--- src/rtl/vmem_seq_if.sv ---
// ----------------------------------------------------------------------------
// vmem_seq_if
//   Single-port data SRAM bus that the vector memory sequencer drives.
//   The scalar MEM stage and the vector sequencer share this SRAM.
//
//   Signals:
//     csb    chip select, active-low          (master -> slave)
//     web    write enable, active-low         (master -> slave)
//     addr   word address, ADDR_W bits        (master -> slave)
//     wdata  write data, DATA_W bits          (master -> slave)
//     rdata  read data, valid one cycle after a read access (slave -> master)
// ----------------------------------------------------------------------------
interface vmem_seq_if #(
    parameter int ADDR_W = 16,
    parameter int DATA_W = 32
);
    logic              csb;
    logic              web;
    logic [ADDR_W-1:0] addr;
    logic [DATA_W-1:0] wdata;
    logic [DATA_W-1:0] rdata;

    modport master (
        output csb,
        output web,
        output addr,
        output wdata,
        input  rdata
    );

    modport slave (
        input  csb,
        input  web,
        input  addr,
        input  wdata,
        output rdata
    );
endinterface

--- src/rtl/vmem_seq.sv ---
// ----------------------------------------------------------------------------
// vmem_seq
//   Vector memory sequencer for the MEM stage. Takes one vector load/store
//   from EX/MEM and serialises its LANES lane accesses onto the shared
//   single-port data SRAM, stalling the front of the pipeline meanwhile.
//   When idle, the scalar MEM-stage SRAM request is passed straight through.
//
//   Configuration macro: VMEM_SEQ_STRIDE_EN
//     defined   : lane address = base + k*stride_i
//     undefined : stride fixed at 1, stride_i ignored
//
//   Ports:
//     clk, rst        clock, synchronous active-high reset
//     start_i         EX/MEM holds a vector memory instruction
//     is_store_i      1 = store, 0 = load (sampled with start_i)
//     base_addr_i     lane-0 word address (low ADDR_W bits used)
//     stride_i        word stride between lanes
//     vdata_i         store data, lane k = [k*DATA_W +: DATA_W]
//     scal_*_i        scalar SRAM request (active-low csb/web)
//     sram            SRAM bus (vmem_seq_if master)
//     stall_o         freeze PC, IF/ID, ID/EX and EX/MEM
//     busy_o          sequencer not idle
//     vload_data_o    gathered load data
//     vload_valid_o   one-cycle pulse when vload_data_o is complete
// ----------------------------------------------------------------------------
module vmem_seq #(
    parameter int LANES  = 8,
    parameter int ADDR_W = 16,
    parameter int DATA_W = 32,
    localparam int K_W   = (LANES > 1) ? $clog2(LANES) : 1
) (
    input  logic                    clk,
    input  logic                    rst,
    input  logic                    start_i,
    input  logic                    is_store_i,
    input  logic [31:0]             base_addr_i,
    input  logic [ADDR_W-1:0]       stride_i,
    input  logic [LANES*DATA_W-1:0] vdata_i,
    input  logic                    scal_csb_i,
    input  logic                    scal_web_i,
    input  logic [ADDR_W-1:0]       scal_addr_i,
    input  logic [DATA_W-1:0]       scal_wdata_i,
    vmem_seq_if.master              sram,
    output logic                    stall_o,
    output logic                    busy_o,
    output logic [LANES*DATA_W-1:0] vload_data_o,
    output logic                    vload_valid_o
);

    typedef enum logic [1:0] {
        S_IDLE  = 2'd0,
        S_ISSUE = 2'd1,
        S_DRAIN = 2'd2
    } state_t;

    localparam logic [K_W-1:0] K_LAST = K_W'(LANES - 1);

    state_t                  r_state;
    state_t                  w_next;
    logic [K_W-1:0]          r_k;
    logic                    r_store;
    logic [ADDR_W-1:0]       r_base;
    logic [LANES*DATA_W-1:0] r_vdata;
    logic [LANES*DATA_W-1:0] r_ld;
    logic                    r_vld;

    logic [ADDR_W-1:0]       w_k_ext;
    logic [ADDR_W-1:0]       w_off;
    logic [ADDR_W-1:0]       w_lane_addr;
    logic                    w_last;
    logic [K_W-1:0]          w_km1;

    logic                    w_csb;
    logic                    w_web;
    logic [ADDR_W-1:0]       w_addr;
    logic [DATA_W-1:0]       w_wdata;
    logic                    w_stall;

    assign w_k_ext = ADDR_W'(r_k);
    assign w_last  = (r_k == K_LAST);
    assign w_km1   = r_k - K_W'(1);

`ifdef VMEM_SEQ_STRIDE_EN
    logic [ADDR_W-1:0] r_stride;
    logic              w_unused;

    always_ff @(posedge clk) begin
        if (r_state == S_IDLE && start_i) begin
            r_stride <= stride_i;
        end
    end

    // Product truncates to ADDR_W, so addresses wrap modulo 2^ADDR_W.
    assign w_off    = r_stride * w_k_ext;
    assign w_unused = ^base_addr_i[31:ADDR_W];
`else
    logic w_unused;

    assign w_off    = w_k_ext;
    assign w_unused = ^{stride_i, base_addr_i[31:ADDR_W]};
`endif

    assign w_lane_addr = r_base + w_off;

    // Op latch: data only, no reset needed.
    always_ff @(posedge clk) begin
        if (r_state == S_IDLE && start_i) begin
            r_store <= is_store_i;
            r_base  <= base_addr_i[ADDR_W-1:0];
            r_vdata <= vdata_i;
        end
    end

    // Control state, counter and gathered load result.
    always_ff @(posedge clk) begin
        if (rst) begin
            r_state <= S_IDLE;
            r_k     <= '0;
            r_ld    <= '0;
            r_vld   <= 1'b0;
        end else begin
            r_state <= w_next;
            r_vld   <= (r_state == S_DRAIN);
            case (r_state)
                S_IDLE: begin
                    if (start_i) begin
                        r_k <= '0;
                    end
                end
                S_ISSUE: begin
                    r_k <= w_last ? '0 : r_k + K_W'(1);
                    // Read data lags the issued address by one cycle.
                    if (!r_store && r_k != '0) begin
                        r_ld[int'(w_km1)*DATA_W +: DATA_W] <= sram.rdata;
                    end
                end
                S_DRAIN: begin
                    r_ld[(LANES-1)*DATA_W +: DATA_W] <= sram.rdata;
                end
                default: begin
                    r_k <= '0;
                end
            endcase
        end
    end

    always_comb begin
        w_next  = r_state;
        w_csb   = 1'b1;
        w_web   = 1'b1;
        w_addr  = '0;
        w_wdata = '0;
        w_stall = 1'b0;
        case (r_state)
            S_IDLE: begin
                if (start_i) begin
                    // Vector wins over a coincident scalar request; the
                    // stalled pipeline re-presents the scalar one later.
                    w_next  = S_ISSUE;
                    w_stall = 1'b1;
                end else begin
                    w_csb   = scal_csb_i;
                    w_web   = scal_web_i;
                    w_addr  = scal_addr_i;
                    w_wdata = scal_wdata_i;
                end
            end
            S_ISSUE: begin
                w_csb  = 1'b0;
                w_web  = ~r_store;
                w_addr = w_lane_addr;
                if (r_store) begin
                    w_wdata = r_vdata[int'(r_k)*DATA_W +: DATA_W];
                end
                // Releasing the stall on the final store lane lets EX/MEM
                // advance exactly once; loads release it in DRAIN.
                w_stall = ~(r_store && w_last);
                if (w_last) begin
                    w_next = r_store ? S_IDLE : S_DRAIN;
                end
            end
            S_DRAIN: begin
                w_next = S_IDLE;
            end
            default: begin
                w_next = S_IDLE;
            end
        endcase
        // Outputs are forced quiet for every cycle rst is held, even before
        // the state register has been cleared.
        if (rst) begin
            w_csb   = 1'b1;
            w_web   = 1'b1;
            w_addr  = '0;
            w_wdata = '0;
            w_stall = 1'b0;
        end
    end

    assign sram.csb      = w_csb;
    assign sram.web      = w_web;
    assign sram.addr     = w_addr;
    assign sram.wdata    = w_wdata;
    assign stall_o       = w_stall;
    assign busy_o        = ~rst && (r_state != S_IDLE);
    assign vload_data_o  = rst ? '0 : r_ld;
    assign vload_valid_o = ~rst && r_vld;

endmodule

--- src/flat_wrapper.sv ---
// flat-port wrapper written by rule: the top's interface ports become plain ports
module vmem_seq_flat 
#(
    parameter int LANES  = 8,
    parameter int ADDR_W = 16,
    parameter int DATA_W = 32,
    localparam int K_W   = (LANES > 1) ? $clog2(LANES) : 1
)
  (clk, rst, start_i, is_store_i, base_addr_i, stride_i, vdata_i, scal_csb_i, scal_web_i, scal_addr_i, scal_wdata_i, stall_o, busy_o, vload_data_o, vload_valid_o, sram_csb, sram_web, sram_addr, sram_wdata, sram_rdata);
  vmem_seq_if #(.ADDR_W(ADDR_W), .DATA_W(DATA_W)) sram_i ();
  input  logic clk;
  input  logic rst;
  input  logic start_i;
  input  logic is_store_i;
  input  logic [31:0] base_addr_i;
  input  logic [ADDR_W-1:0] stride_i;
  input  logic [LANES*DATA_W-1:0] vdata_i;
  input  logic scal_csb_i;
  input  logic scal_web_i;
  input  logic [ADDR_W-1:0] scal_addr_i;
  input  logic [DATA_W-1:0] scal_wdata_i;
  output logic stall_o;
  output logic busy_o;
  output logic [LANES*DATA_W-1:0] vload_data_o;
  output logic vload_valid_o;
  output wire logic [$bits(sram_i.csb)-1:0] sram_csb;
  output wire logic [$bits(sram_i.web)-1:0] sram_web;
  output wire logic [$bits(sram_i.addr)-1:0] sram_addr;
  output wire logic [$bits(sram_i.wdata)-1:0] sram_wdata;
  input wire logic [$bits(sram_i.rdata)-1:0] sram_rdata;
  assign sram_csb = sram_i.csb;
  assign sram_web = sram_i.web;
  assign sram_addr = sram_i.addr;
  assign sram_wdata = sram_i.wdata;
  assign sram_i.rdata = sram_rdata;
  vmem_seq #(.LANES(LANES), .ADDR_W(ADDR_W), .DATA_W(DATA_W)) u_core (.clk(clk), .rst(rst), .start_i(start_i), .is_store_i(is_store_i), .base_addr_i(base_addr_i), .stride_i(stride_i), .vdata_i(vdata_i), .scal_csb_i(scal_csb_i), .scal_web_i(scal_web_i), .scal_addr_i(scal_addr_i), .scal_wdata_i(scal_wdata_i), .sram(sram_i), .stall_o(stall_o), .busy_o(busy_o), .vload_data_o(vload_data_o), .vload_valid_o(vload_valid_o));
endmodule
--- config.mk ---
export PLATFORM = sky130hd
export DESIGN_NAME = vmem_seq_flat
export DESIGN_NICKNAME = d
export VERILOG_FILES = /design/src/rtl/vmem_seq_if.sv /design/src/rtl/vmem_seq.sv /design/src/flat_wrapper.sv
export SDC_FILE = /design/constraint.sdc
export NUM_CORES = 1
export LEC_CHECK = 0
export CAP_MARGIN = 20
export CORE_AREA = 2 2 273 275
export DETAILED_ROUTE_END_ITERATION = 10
export DIE_AREA = 0 0 275 277
export GPL_ROUTABILITY_DRIVEN = 0
export SLEW_MARGIN = 5
export SYNTH_ARGS = -nofsm -noshare
export SYNTH_HDL_FRONTEND = slang
export SYNTH_SLANG_ARGS = --single-unit
--- constraint.sdc ---
create_clock -name clk -period 8.6 [get_ports clk]
set_clock_uncertainty 0.15 [all_clocks]
set_input_delay 1.72 -clock clk [delete_from_list [all_inputs] [get_ports clk]]
set_output_delay 1.72 -clock clk [all_outputs]
set_load 0.02 [all_outputs]
* Word-level counts from Yosys, hierarchy flattened *
Cells that the tools add are included.

storage, ports and cells
  register bits = 535
  bits of input ports = 390
  output and inout bits = 309
  logic and storage cells = 66

operators by class
  add/subtract/negate cells = 4
  equality and inequality tests = 6
  shifts and indexed selects = 3
  multiplexer cells = 27
  bitwise gates (word level) = 4
  reduce and logical (&&, ||, !) cells = 14

operators by type and width
  kind                                                     number
  2-to-1 mux 256 bit                                       2
  bitwise mux 256 bit                                      1
  variable shift 32 x 33 -> 256 bit, first input constant  1
  indexed part select 256 x 9 -> 32 bit                    1
  indexed part select 32 x 33 -> 256 bit                   1
  case mux 32 bit (2 select lines)                         2
  2-to-1 mux 32 bit                                        3
  negator 8 -> 33 bit                                      1
  2-to-1 mux 16 bit                                        2
  case mux 16 bit (2 select lines)                         1
  adder 16 x 3 -> 16 bit                                   1
  case mux 3 bit (3 select lines)                          1
  AND reduction 2 bit                                      4
  2-to-1 mux 1 bit                                         6
  2-to-1 mux 2 bit                                         3
  2-to-1 mux 3 bit                                         2
  case mux 1 bit (2 select lines)                          3
  logical AND 1 bit                                        5
  != test 2 x 1 -> 1 bit, second input constant            2
  inverter 1 bit                                           4
  case mux 2 bit (2 select lines)                          1
  nonzero test 2 bit                                       2
  adder 3 x 1 -> 3 bit, second input constant              1
  equality test 3 bit, second input constant               1
  7 further kinds                                          7

* Depth between registers and ports, before layout *
  word-level depth = 6
  gate-level depth with buffers = 10
  gate-level depth less buffers = 8

* Worst setup path after synthesis *
OpenSTA, ideal clock, no wires.

  kind = input port to flip-flop
  start point = in start_i
  end point = reg u_core.r_base[0] (enable)
  setup time = 623 ps
  data arrival time = 7,327 ps
  data required time = 7,827 ps
  path slack = 500 ps
  stages = 3
  path buffers = 1
  cells stage by stage = clkbuf_1 -> nand2_1 -> inv_1

between the ends
  longest elaborated chain between the ends = 1

ends and longest elaborated chain
  what                  line                text
  start, declared       flat_wrapper.sv:13  input logic start_i;
  logical AND 1 bit     vmem_seq.sv:107     if (r_state == S_IDLE && start_i) begin
  end signal, assigned  vmem_seq.sv:109     r_base <= base_addr_i[ADDR_W-1:0];
  end, declared         vmem_seq.sv:62      logic [ADDR_W-1:0] r_base;

No other way between the ends.
A chain may end at the register's enable or synchronous reset.

* Final worst setup path *
  start point = in rst
  end point = out sram_wdata[31]

between the ends
  longest elaborated chain between the ends = 1

ends and longest elaborated chain
  what               line                text
  start, declared    flat_wrapper.sv:12  input logic rst;
  2-to-1 mux 32 bit  vmem_seq.sv:191     if (rst) begin
  end, declared      flat_wrapper.sv:29  output wire logic [$bits(sram_i.wdata)-1:0] sram_wdata;

No other way between the ends.

==> results.yml <==
clock_tree:
  clkTransAtPathRegs_ns: 0.06
  cts-resized-gates: 0
  cts-root-buf: "clkbuf_16"
  post_cts_buffers: 0
  cts_tree: "done"
  cts.sinks: 535
  h-tree-depth: 2
  cts_made_buffers: 57
  hold_buffers: 0
  clkLatencyLatePin_ns: 0.63
  clockBufferDepth: 3
drt:
  wl_per_cell_um: 21.5
  vias: 16158
  route.detailed.drc: 0
  drt_pass1_iterations: 6
  first_iter_violations: 956
  wl_mm: 74.3
  avgViaCountPerCell: 4.68
  ant_nets: 0
floorplan:
  die_area_um2: 76200
  core.rowCount: 100
  die_h_um: 277
  dieWidth_um: 275
  core_area_um2: 73600
  io_pins: 699
  start_util: 0.308
critical_path:
  r2r_slack_ns: 4.31
  cp.depth: 6
  worstSetupPathType: "in2out"
  cp_top_family: "simple AND/OR/NAND/NOR gates"
  cp-endpoint: "sram_wdata[31]"
  crit_path_max_fanout: 71
  start_kind: "input port"
  critPathCaptureType: "primary output"
  crit_chain: "buf_6 -> nor3b_2 -> nand2_1 -> nor2_4 -> a221o_1 -> clkdlybuf4s50_1"
  critPathBufInv: 2
  rr_startpoint: "u_core.r_k[0]$_SDFFE_PP0P_"
  critPathArrivalTime_ns: 4.72
  crit_start: "rst"
  timing.rr.end: "u_core.r_ld[141]$_SDFFE_PP0P_"
  crit_slowest_cell: "nor2_4"
  cp.required_ns: 6.73
  cp_slowest_stage_delay_ns: 0.85
  r2r_cells: 8
yosys:
  yosysWarnings: 0
  synth_seq_area_share: 0.594
  synth-edff-count: 273
  synth.distinct_cells: 53
  synthCells: 1799
  syn-cell-area_um2: 22600
  ys_top_cells_by_area: "edfxtp_1 36%, dfxtp_1 23%, mux4_2 6.4%"
  synth_top_cell_area_share: 0.362
  synth-main-ff-cell: "edfxtp_1"
  yosysTopAreaCell: "edfxtp_1"
  ys_async_sr_fraction: 0
  ys_seq_elements: 535
  synth_nets: 2200
  syn_area_per_cell_um2: 12.6
timing:
  min_period_over_period: 0.766
  setup-tns-final_ns: 0
  final-hold-violation-count: 0
  clock.fmax_mhz: 152
  setup_slack_ns: 2.01
  setup_violations: 0
  slew_viol_final: 0
  period_minus_slack_ns: 6.59
  worst_pin_slew_ns: 1.09
  rsz0062_at_grt: "false"
  relSlewSlack: 0.274
pwr:
  vdd_ir_drop_max_mv: 0.167
  leakage_nw: 13.0
  power_density_nw_per_um2: 181
grt:
  grtUsageTotal: 0.191
  antenna_found_initial: 15
  grt_max_degree: 222
  overflow: 0
  grt_pass1_vias: 16767
  grt_pass1_wl_mm: 109
final_layout:
  fill_cells: 6740
  final_nets: 2830
  layout-drive-gt1-share: 0.103
  multi_input_comb_area_um2: 8120
  areaGrowthSynthToFinish_pct: 42.3
  regArea_um2: 13500
flow_run:
  drv_cap: 0
placement:
  dp_hpwl_mm: 53.8
  numPortBuffers: 666
  pre_cts_slack_ns: 1.96
outcome:
  outcome: "complete, no violations"
min_path:
  hold_path_class: "reg2reg"
-- stage by stage --
step | total power, mW | hold slack, ns | instance area, um2 | util | std cells
4_1_cts | 5.90 | 0.340 | 32200 | 0.438 | 3445
2_1_floorplan | 3.08 | 0.308 | 22600 | - | 1799
6_report | 5.82 | 0.335 | 32200 | 0.438 | 3454
3_5_place_dp | 3.36 | 0.326 | 30200 | 0.411 | 3339
3_3_place_gp | 3.35 | 0.322 | 30200 | 0.411 | 3339
5_1_grt | 6.04 | 0.351 | 32200 | 0.438 | 3453
-- cell families (layout without fill, tap and decap cells) --
logic type               Yosys count  count (layout)  synth area share
AND/OR/NAND/NOR                  569             569             0.145
adder cells (fa/ha/maj)           11              11           0.00641
XOR/XNOR                           8               8           0.00309
multiplexers                     290             290             0.169
other                              0               9                 0
buffers and inverters            281             958            0.0505
AO/OA/AOI/OAI                    105             105            0.0327
flip-flops                       535             535             0.594
-- synth_stat cells, drive strengths merged, types with 3 or more instances --
library cell / count
nand2: 119
mux4: 64
or4: 4
nor3b: 5
dfxtp: 262
or2: 3
buf: 41
xor2: 5
nand2b: 163
xnor2: 3
edfxtp: 273
mux2i: 130
inv: 168
o211ai: 9
a21oi: 10
and2: 46
clkbuf: 72
nand4: 3
and3: 33
nor4: 3
nor3: 7
mux2: 96
and4: 5
nand3: 11
nor2: 11
o21ai: 42
ha: 10
a22oi: 4
a221o: 31
nor2b: 152
-- flip-flops by register name, indices dropped and copies added, names as in the netlist --
name and cells:
u_core.r_ld 256, u_core.r_vdata 256, u_core.r_base 16, u_core.r_k 3, u_core.r_state 2, u_core.r_store 1
u_core.r_vld 1
-- worst register-to-register path, stage by stage (launching register included) --
cell     delay (ns)
dfxtp_4        0.87
inv_1          0.28
ha_1           0.29
xnor2_1        0.19
ha_1           0.35
buf_4          0.38
nor3b_1        0.26
and4_2         0.98
mux2_2         0.45
-- layer usage --
layer  routed length (um)  GRT usage  up-vias
met1                29500      0.226     7909
met2                36700      0.329      605
met5                   38          0        -
li1                     -          -     7514
met3                 5500     0.0524      124
met4                 2610     0.0710        6
-- worst min-delay path by stage --
stage                                             from                            to  slack, ns  cells after the start
after floorplan           u_core.r_ld[32]$_SDFFE_PP0P_  u_core.r_ld[32]$_SDFFE_PP0P_       0.31                      2
after global placement    u_core.r_ld[82]$_SDFFE_PP0P_  u_core.r_ld[82]$_SDFFE_PP0P_       0.32                      2
after detailed placement  u_core.r_ld[37]$_SDFFE_PP0P_  u_core.r_ld[37]$_SDFFE_PP0P_       0.33                      2
after CTS                 u_core.r_ld[37]$_SDFFE_PP0P_  u_core.r_ld[37]$_SDFFE_PP0P_       0.34                      2
after global routing      u_core.r_ld[62]$_SDFFE_PP0P_  u_core.r_ld[62]$_SDFFE_PP0P_       0.35                      2
final                     u_core.r_ld[87]$_SDFFE_PP0P_  u_core.r_ld[87]$_SDFFE_PP0P_       0.34                      2
-- power breakdown --
part	total (mW)	internal (mW)	switching [mW]
clock	2.52	1.48	1.04
sequential	2.82	2.78	0.0379
combinational	0.481	0.263	0.218
total	5.82	4.52	1.29
-- cell usage in the layout, fill, tap and decap left out, types with 62 or more instances in the layout --
| master | instances |
|---|---|
| inv_1 | 167 |
| clkdlybuf4s50_1 | 665 |
| dfxtp_1 | 260 |
| mux2_2 | 62 |
| mux4_2 | 64 |
| mux2i_1 | 130 |
| nor2b_1 | 152 |
| nand2_1 | 119 |
| nand2b_1 | 162 |
| edfxtp_1 | 273 |
-- final cells by class --
cell class	instances	area share
diodes	9	0.000699
multi-input cells	983	0.252
well taps	969	0.0376
flip-flops and latches	535	0.418
inverters	168	0.0198
clock buffers	85	0.0523
clock inverters	21	0.00823
repair buffers	684	0.212
No activity file was read; power rests on OpenSTA's default activity.
